==> src/rtl/fm_write_sequencer.sv <==
// ============================================================================
// Module   : fm_write_sequencer
// Purpose  : Sequences a layer's writeback into the float16 feature-map RAM
//            (optional zero-fill, para-write tile bursts, done pulse) and
//            arbitrates the RAM read port for the layer reader.
// Option   : FM_SEQ_READ_IN_WAIT_EN - also grant reads while waiting for a tile
// Revision : 1.0 - initial release
// ============================================================================
`default_nettype none

module fm_write_sequencer #(
    parameter int ADDR_W      = 10,
    parameter int SIZE_W      = 6,
    parameter int PARA_Y      = 3,
    parameter int PARA_KERNEL = 2,
    parameter int DATA_W      = 16
) (
    input  logic                                 clk,
    input  logic                                 rst_n,
    input  logic                                 start,
    input  logic [SIZE_W-1:0]                    cfg_size,
    input  logic [1:0]                           cfg_pad,
    input  logic                                 cfg_add,
    input  logic                                 cfg_zero,
    input  logic [ADDR_W-1:0]                    cfg_tiles,
    input  logic                                 tile_valid,
    input  logic [PARA_Y*PARA_KERNEL*DATA_W-1:0] tile_data,
    output logic                                 tile_ready,
    input  logic                                 ram_write_ready,
    output logic                                 ram_ena_zero_w,
    output logic                                 ram_ena_para_w,
    output logic                                 ram_ena_add_write,
    output logic                                 ram_ena_w,
    output logic [ADDR_W-1:0]                    ram_zero_start_addr,
    output logic [ADDR_W-1:0]                    ram_zero_end_addr,
    output logic [ADDR_W-1:0]                    ram_addr_para_write,
    output logic [SIZE_W-1:0]                    ram_fm_out_size,
    output logic [PARA_Y*PARA_KERNEL*DATA_W-1:0] ram_para_din,
    input  logic                                 rd_req,
    input  logic [1:0]                           rd_type,
    input  logic [ADDR_W-1:0]                    rd_addr,
    input  logic [ADDR_W-1:0]                    rd_sub_addr,
    output logic                                 rd_gnt,
    output logic                                 ram_ena_r,
    output logic [1:0]                           ram_read_type,
    output logic [ADDR_W-1:0]                    ram_addr_read,
    output logic [ADDR_W-1:0]                    ram_sub_addr_read,
    output logic                                 busy,
    output logic                                 done
);

    localparam int SQ_W = 2 * SIZE_W;

    typedef enum logic [2:0] {
        S_IDLE      = 3'd0,
        S_ZERO      = 3'd1,
        S_WAIT_TILE = 3'd2,
        S_WRITE     = 3'd3,
        S_DONE      = 3'd4
    } state_t;

    state_t state;
    state_t state_nxt;

    logic [SIZE_W-1:0] size_r;
    logic [1:0]        pad_r;
    logic              add_r;
    logic [ADDR_W-1:0] addr_r;
    logic [ADDR_W-1:0] tiles_left_r;
    logic [SIZE_W-1:0] col_r;
    logic [PARA_Y*PARA_KERNEL*DATA_W-1:0] din_r;

    logic [ADDR_W-1:0] start_addr;
    logic [ADDR_W-1:0] row_step;
    logic [SIZE_W-1:0] col_last;
    logic [SQ_W-1:0]   size_sq;
    logic              last_tile;
    logic              tile_take;
    logic              write_done;
    logic              wait_rd;

    // First interior pixel of the padded map: row p, column p.
    assign start_addr = ADDR_W'(cfg_pad) * ADDR_W'(cfg_size) + ADDR_W'(cfg_pad);
    // From the last interior column of a row group to the first of the next one.
    assign row_step   = ADDR_W'(PARA_Y - 1) * ADDR_W'(size_r) + ADDR_W'({pad_r, 1'b1});
    assign col_last   = size_r - SIZE_W'({pad_r, 1'b1});
    assign size_sq    = SQ_W'(size_r) * SQ_W'(size_r);
    assign last_tile  = (tiles_left_r <= ADDR_W'(1));
    assign tile_take  = (state == S_WAIT_TILE) && tile_valid;
    assign write_done = (state == S_WRITE) && ram_write_ready;

    always_ff @(posedge clk or negedge rst_n) begin
        if (!rst_n) begin
            state <= S_IDLE;
        end else begin
            state <= state_nxt;
        end
    end

    always_comb begin
        state_nxt = state;
        case (state)
            S_IDLE: begin
                if (start) begin
                    state_nxt = cfg_zero ? S_ZERO : S_WAIT_TILE;
                end
            end
            S_ZERO: begin
                if (ram_write_ready) begin
                    state_nxt = S_WAIT_TILE;
                end
            end
            S_WAIT_TILE: begin
                if (tile_valid) begin
                    state_nxt = S_WRITE;
                end
            end
            S_WRITE: begin
                if (ram_write_ready) begin
                    state_nxt = last_tile ? S_DONE : S_WAIT_TILE;
                end
            end
            S_DONE:  state_nxt = S_IDLE;
            default: state_nxt = S_IDLE;
        endcase
    end

    always_ff @(posedge clk or negedge rst_n) begin
        if (!rst_n) begin
            size_r       <= '0;
            pad_r        <= '0;
            add_r        <= 1'b0;
            addr_r       <= '0;
            tiles_left_r <= '0;
            col_r        <= '0;
            din_r        <= '0;
        end else begin
            if ((state == S_IDLE) && start) begin
                size_r       <= cfg_size;
                pad_r        <= cfg_pad;
                add_r        <= cfg_add;
                addr_r       <= start_addr;
                tiles_left_r <= cfg_tiles;
                col_r        <= '0;
            end
            if (tile_take) begin
                din_r <= tile_data;
            end
            if (write_done) begin
                tiles_left_r <= tiles_left_r - 1'b1;
                if (col_r == col_last) begin
                    col_r  <= '0;
                    addr_r <= addr_r + row_step;
                end else begin
                    col_r  <= col_r + 1'b1;
                    addr_r <= addr_r + 1'b1;
                end
            end
        end
    end

    // Read port: a grant is forwarded to the RAM with one cycle of latency.
`ifdef FM_SEQ_READ_IN_WAIT_EN
    assign wait_rd = (state == S_WAIT_TILE) && !tile_valid;
`else
    assign wait_rd = 1'b0;
`endif

    assign rd_gnt = rd_req &&
                    ((((state == S_IDLE) || (state == S_DONE)) && !start) || wait_rd);

    always_ff @(posedge clk or negedge rst_n) begin
        if (!rst_n) begin
            ram_ena_r         <= 1'b0;
            ram_read_type     <= '0;
            ram_addr_read     <= '0;
            ram_sub_addr_read <= '0;
        end else begin
            ram_ena_r <= rd_gnt;
            if (rd_gnt) begin
                ram_read_type     <= rd_type;
                ram_addr_read     <= rd_addr;
                ram_sub_addr_read <= rd_sub_addr;
            end
        end
    end

    assign tile_ready          = (state == S_WAIT_TILE);
    assign ram_ena_zero_w      = (state == S_ZERO);
    assign ram_ena_para_w      = (state == S_WRITE);
    assign ram_ena_add_write   = (state == S_WRITE) && add_r;
    assign ram_ena_w           = 1'b0;
    assign ram_zero_start_addr = '0;
    assign ram_zero_end_addr   = (state == S_ZERO) ? ADDR_W'(size_sq - 1'b1) : '0;
    assign ram_addr_para_write = addr_r;
    assign ram_fm_out_size     = size_r;
    assign ram_para_din        = din_r;
    assign busy                = (state != S_IDLE);
    assign done                = (state == S_DONE);

endmodule

`default_nettype wire

==> config.mk <==
export PLATFORM = sky130hd
export DESIGN_NAME = fm_write_sequencer
export DESIGN_NICKNAME = d
export VERILOG_FILES = /design/src/rtl/fm_write_sequencer.sv
export SDC_FILE = /design/constraint.sdc
export NUM_CORES = 1
export LEC_CHECK = 0
export ABC_AREA = 1
export CORE_ASPECT_RATIO = 0.9
export CORE_MARGIN = 4
export CORE_UTILIZATION = 35
export DETAILED_ROUTE_END_ITERATION = 6
export DONT_BUFFER_PORTS = 1
export PLACE_DENSITY_LB_ADDON = 0.15
export SLEW_MARGIN = 20
export SYNTH_ARGS = -nofsm -noshare
export SYNTH_HDL_FRONTEND = slang
export SYNTH_SLANG_ARGS = --single-unit
==> constraint.sdc <==
create_clock -name clk -period 4 [get_ports clk]
set_input_delay 0.6 -clock clk [delete_from_list [all_inputs] [get_ports clk]]
set_output_delay 0.6 -clock clk [all_outputs]
set_load 0.01 [all_outputs]
==> impl_results.md <==
* Status: finished with violations
* Failing checks: hold timing, setup timing
* CP Capture Type: output port
* Slowest Stage Delay on Critical Path at 0.53 ns
* Crit start category: register
* Routed len/inst at 18.13 um
* Netlist cell types at 43
* Adder-cell share of the synthesized area at 10.24%
* Post-synth EDFFs at 0
* Maximum vdd drop at 0.6079 mV
* YS warnings at 0
* Final-stage net count at 1146
* Largest net degree at the start of global routing at 158
* Cell Chain, Critical Path: buf_4, nand2_2, fa_1, inv_1, fa_1, fa_1, ha_4, ha_4, a21boi_4, nor2_4, nor2_4, nor3_2, buf_4
* FP Rows at 54
* Total power at 11.39 mW
* Hold Crit Class: in2async
* IO buf count at 0
* Max-slew violations at 0
* Initial antenna violation count at 1
* Post-Place Cells at 1244
* GP Congestion at 0.8021
* Core area at 0.02446 sq mm
* Max clock buf depth at 2
* Hold slack at -0.1426 ns
* Total Wirelength at 23.41 mm
* Max H-tree Level at 4
* Final setup fails at 4
* Crit share post-route at 105.7%
* Clock latency on the worst-skew pair at 0.43 ns
* Area Overhead vs Synth at 15.06%
* Total GRT Usage at 16.19%
* Layout Skew at 0.01762 ns
* Die area at 0.02766 sq mm
* Max Cap Violations at 0
* DRT antenna net count at 0
* Number of global-route vias before repair at 6049
* Mux cell area share after synthesis at 12.32%
* CP arrival at 3.63 ns
* RSZ-0062 raised after global routing: true
* TritonCTS clock tree: built
* Worst slack, placed at 0.04024 ns
* Top FF cell, synth: dfrtp_1
* Synthesis-stage register bit count at 157
* Pleak at 4.900 nW
* Dpl cell area at 0.009101 sq mm
* Die H at 158.2 um
* Main combinational cell family by area after synthesis: simple AND/OR/NAND/NOR gates
* Detailed placer's ending HPWL at 17.48 mm
* TritonCTS Sinks at 157
* Compound-Gate Fraction of Synth Area at 4.693%
* CP max stage cell: fa_1
* Inserted Clock Buffers at 17
* Initial Util at 35.87%
* Hold Vio Cnt, Final at 157
* Drt first pass iters at 5
* Cell Count, Final, Fillers Out at 1291
* Die width at 174.9 um
* CP max FO at 4
* Main area contributors after synthesis: dfrtp_1 45%, nand2_1 10%, mux2_2 9.5%
* Post-synth top area cell: dfrtp_1
* Setup TNS at -0.7050 ns
* First-pass GRT wire length at 34.91 mm
* Worst Path Required at 3.40 ns
* Total number of vias at 6098
* First-iteration detailed-routing DRC count at 239
* Pwr Density at 1128 mW/mm^2
* I/O pin cnt at 307
* Cell Area, Synth at 0.008772 sq mm
* Min Clock Period, post-route at 4.227 ns
* Worst-margin pin slew at 1.018 ns
* Fillers at 2453
* Top cell by count, worst path: fa_1
* Max frequency at 236.6 MHz
* Final worst-path setup slack at -0.2270 ns
* Cell area after layout at 0.01009 sq mm
* Seq/Total Area, Yosys at 44.79%
* Kind of critical path: reg2out
* Simple-Gate Fraction of Synth Area at 17.53%
* Cells after Synth at 918
* Post-layout util at 41.27%
* Clock-pin slew on the worst setup and hold paths at 0.08 ns
* Layout cells sized above 1 at 23.27%
* CTS root buf: clkbuf_16
* Drt via density at 4.723
* Ys async rst share at 100.0%
* Xor/xnor share of the synthesized area at 2.082%
* DR DRC count at 0
* Top-area cell type share of the netlist area at 44.79%
* Max_slew headroom at 32.14%
* Total gr overflow at 0
* Syn_area_per_cell at 9.556 sq um
[cells in the mapped netlist, types with 2 or more instances]
cell type    n
nand2_1    234
dfrtp_1    157
inv_1      107
mux2_2      74
nand3_1     48
ha_1        43
nor2_1      31
o21ai_0     27
mux2_1      22
fa_1        18
a21oi_1     16
buf_4       16
buf_2       12
inv_2       11
xor2_1      11
nand2_2      9
nand4_1      9
nor3_1       9
o211ai_1     8
xnor2_1      8
buf_6        7
clkbuf_1     4
o22ai_1      4
nand3_2      3
nor2_4       3
o221ai_1     3
or2_2        3
a21oi_2      2
a31oi_1      2
nand2_4      2
nor2_2       2
o21a_1       2
[cell usage in the layout, fill, tap and decap left out, types with 8 or more instances in the layout]
cell	n
a21oi_1	16
buf_4	27
clkbuf_16	17
conb_1	12
dfrtp_1	153
fa_1	18
ha_1	30
ha_4	12
inv_1	100
inv_2	18
mux2_1	22
mux2_2	74
nand2_1	223
nand2_2	18
nand3_1	48
nand4_1	9
nor2_1	26
o211ai_1	8
o21ai_0	26
xor2_1	11
[path summary, 6_finish.rpt]
| kind | start | end | slack (ns) | cells after the start |
|---|---|---|---|---|
| worst max-delay path | ram_fm_out_size[4] | ram_zero_end_addr[7] | -0.23 | 13 |
| worst min-delay path | rst_n | ram_para_din[48] | -0.14 | 0 |
| worst max register to register | ram_fm_out_size[1] | ram_addr_para_write[9] | 1.30 | 16 |
| worst min register to register | tiles_left_r[8] | tiles_left_r[8] | 0.52 | 2 |
| max in group asynchronous | rst_n | ram_fm_out_size[0] | 3.83 | 0 |
| min in group clk | rd_addr[5] | ram_addr_read[5] | 0.28 | 2 |
[repair_timing]
item | in CTS | in global routing
cloned | 0 | 0
hold endpoints to repair | 157 | 157
gates resized for setup | 32 | 20
endpoints found under the setup margin | 5 | 5
setup buffers | 10 | 4
pin swaps | 28 | 8
[power by group]
group / switching (mW) / leakage, nW / internal, mW
clock: 0.808 / 0.298 / 0.855
combinational: 3.40 / 2.71 / 2.96
sequential: 1.00 / 1.90 / 2.36
[state kept, by name, indices dropped and copies added (netlist names)]
signal	count
ram_addr_read	10
ram_fm_out_size	6
ram_read_type	2
ram_sub_addr_read	10
tiles_left_r	10
ram_addr_para_write	10
add_r	1
pad_r	2
ram_ena_r	1
ram_para_din	96
col_r	6
state	3
[cell type report]
class                      count  area (sq um)  share of cell area [%]
multi-input combinational    613          4398                   43.57
clock buffer                  17         425.4                   4.215
sequential                   157          3934                   38.97
clock inverter                15         191.4                   1.897
tap                          336         420.4                   4.165
antenna                        1         2.502                 0.02479
timing repair buffer          32         267.8                   2.653
inverter                     120         454.2                   4.500
[worst max-delay path, delay by kind of cell, from the launching register on]
kind | cells | cell delay (ns)
simple gates | 4 | 0.28
flops | 1 | 0.40
fa+ha+maj | 5 | 1.96
compound gates | 1 | 0.22
buf+inv | 3 | 0.32
[layer usage]
metal  track usage [%]  routed length [um]  part of all wire [%]
met3             4.656                1462                   6.2
met1             22.56               10680                    46
met2             25.26               10980                    47
met4             3.740                 284                   1.2
met5                 0                   0                     0
[logic make-up (layout without fill, tap and decap cells)]
kind of cell	count (synthesis)	after routing
simple gates	355	355
buf+inv	159	184
xor+xnor	20	20
compound gates	69	69
flops	157	157
mux	96	96
fa+ha+maj	61	61
other cells	1	13
(Power assumes the default switching activity.)
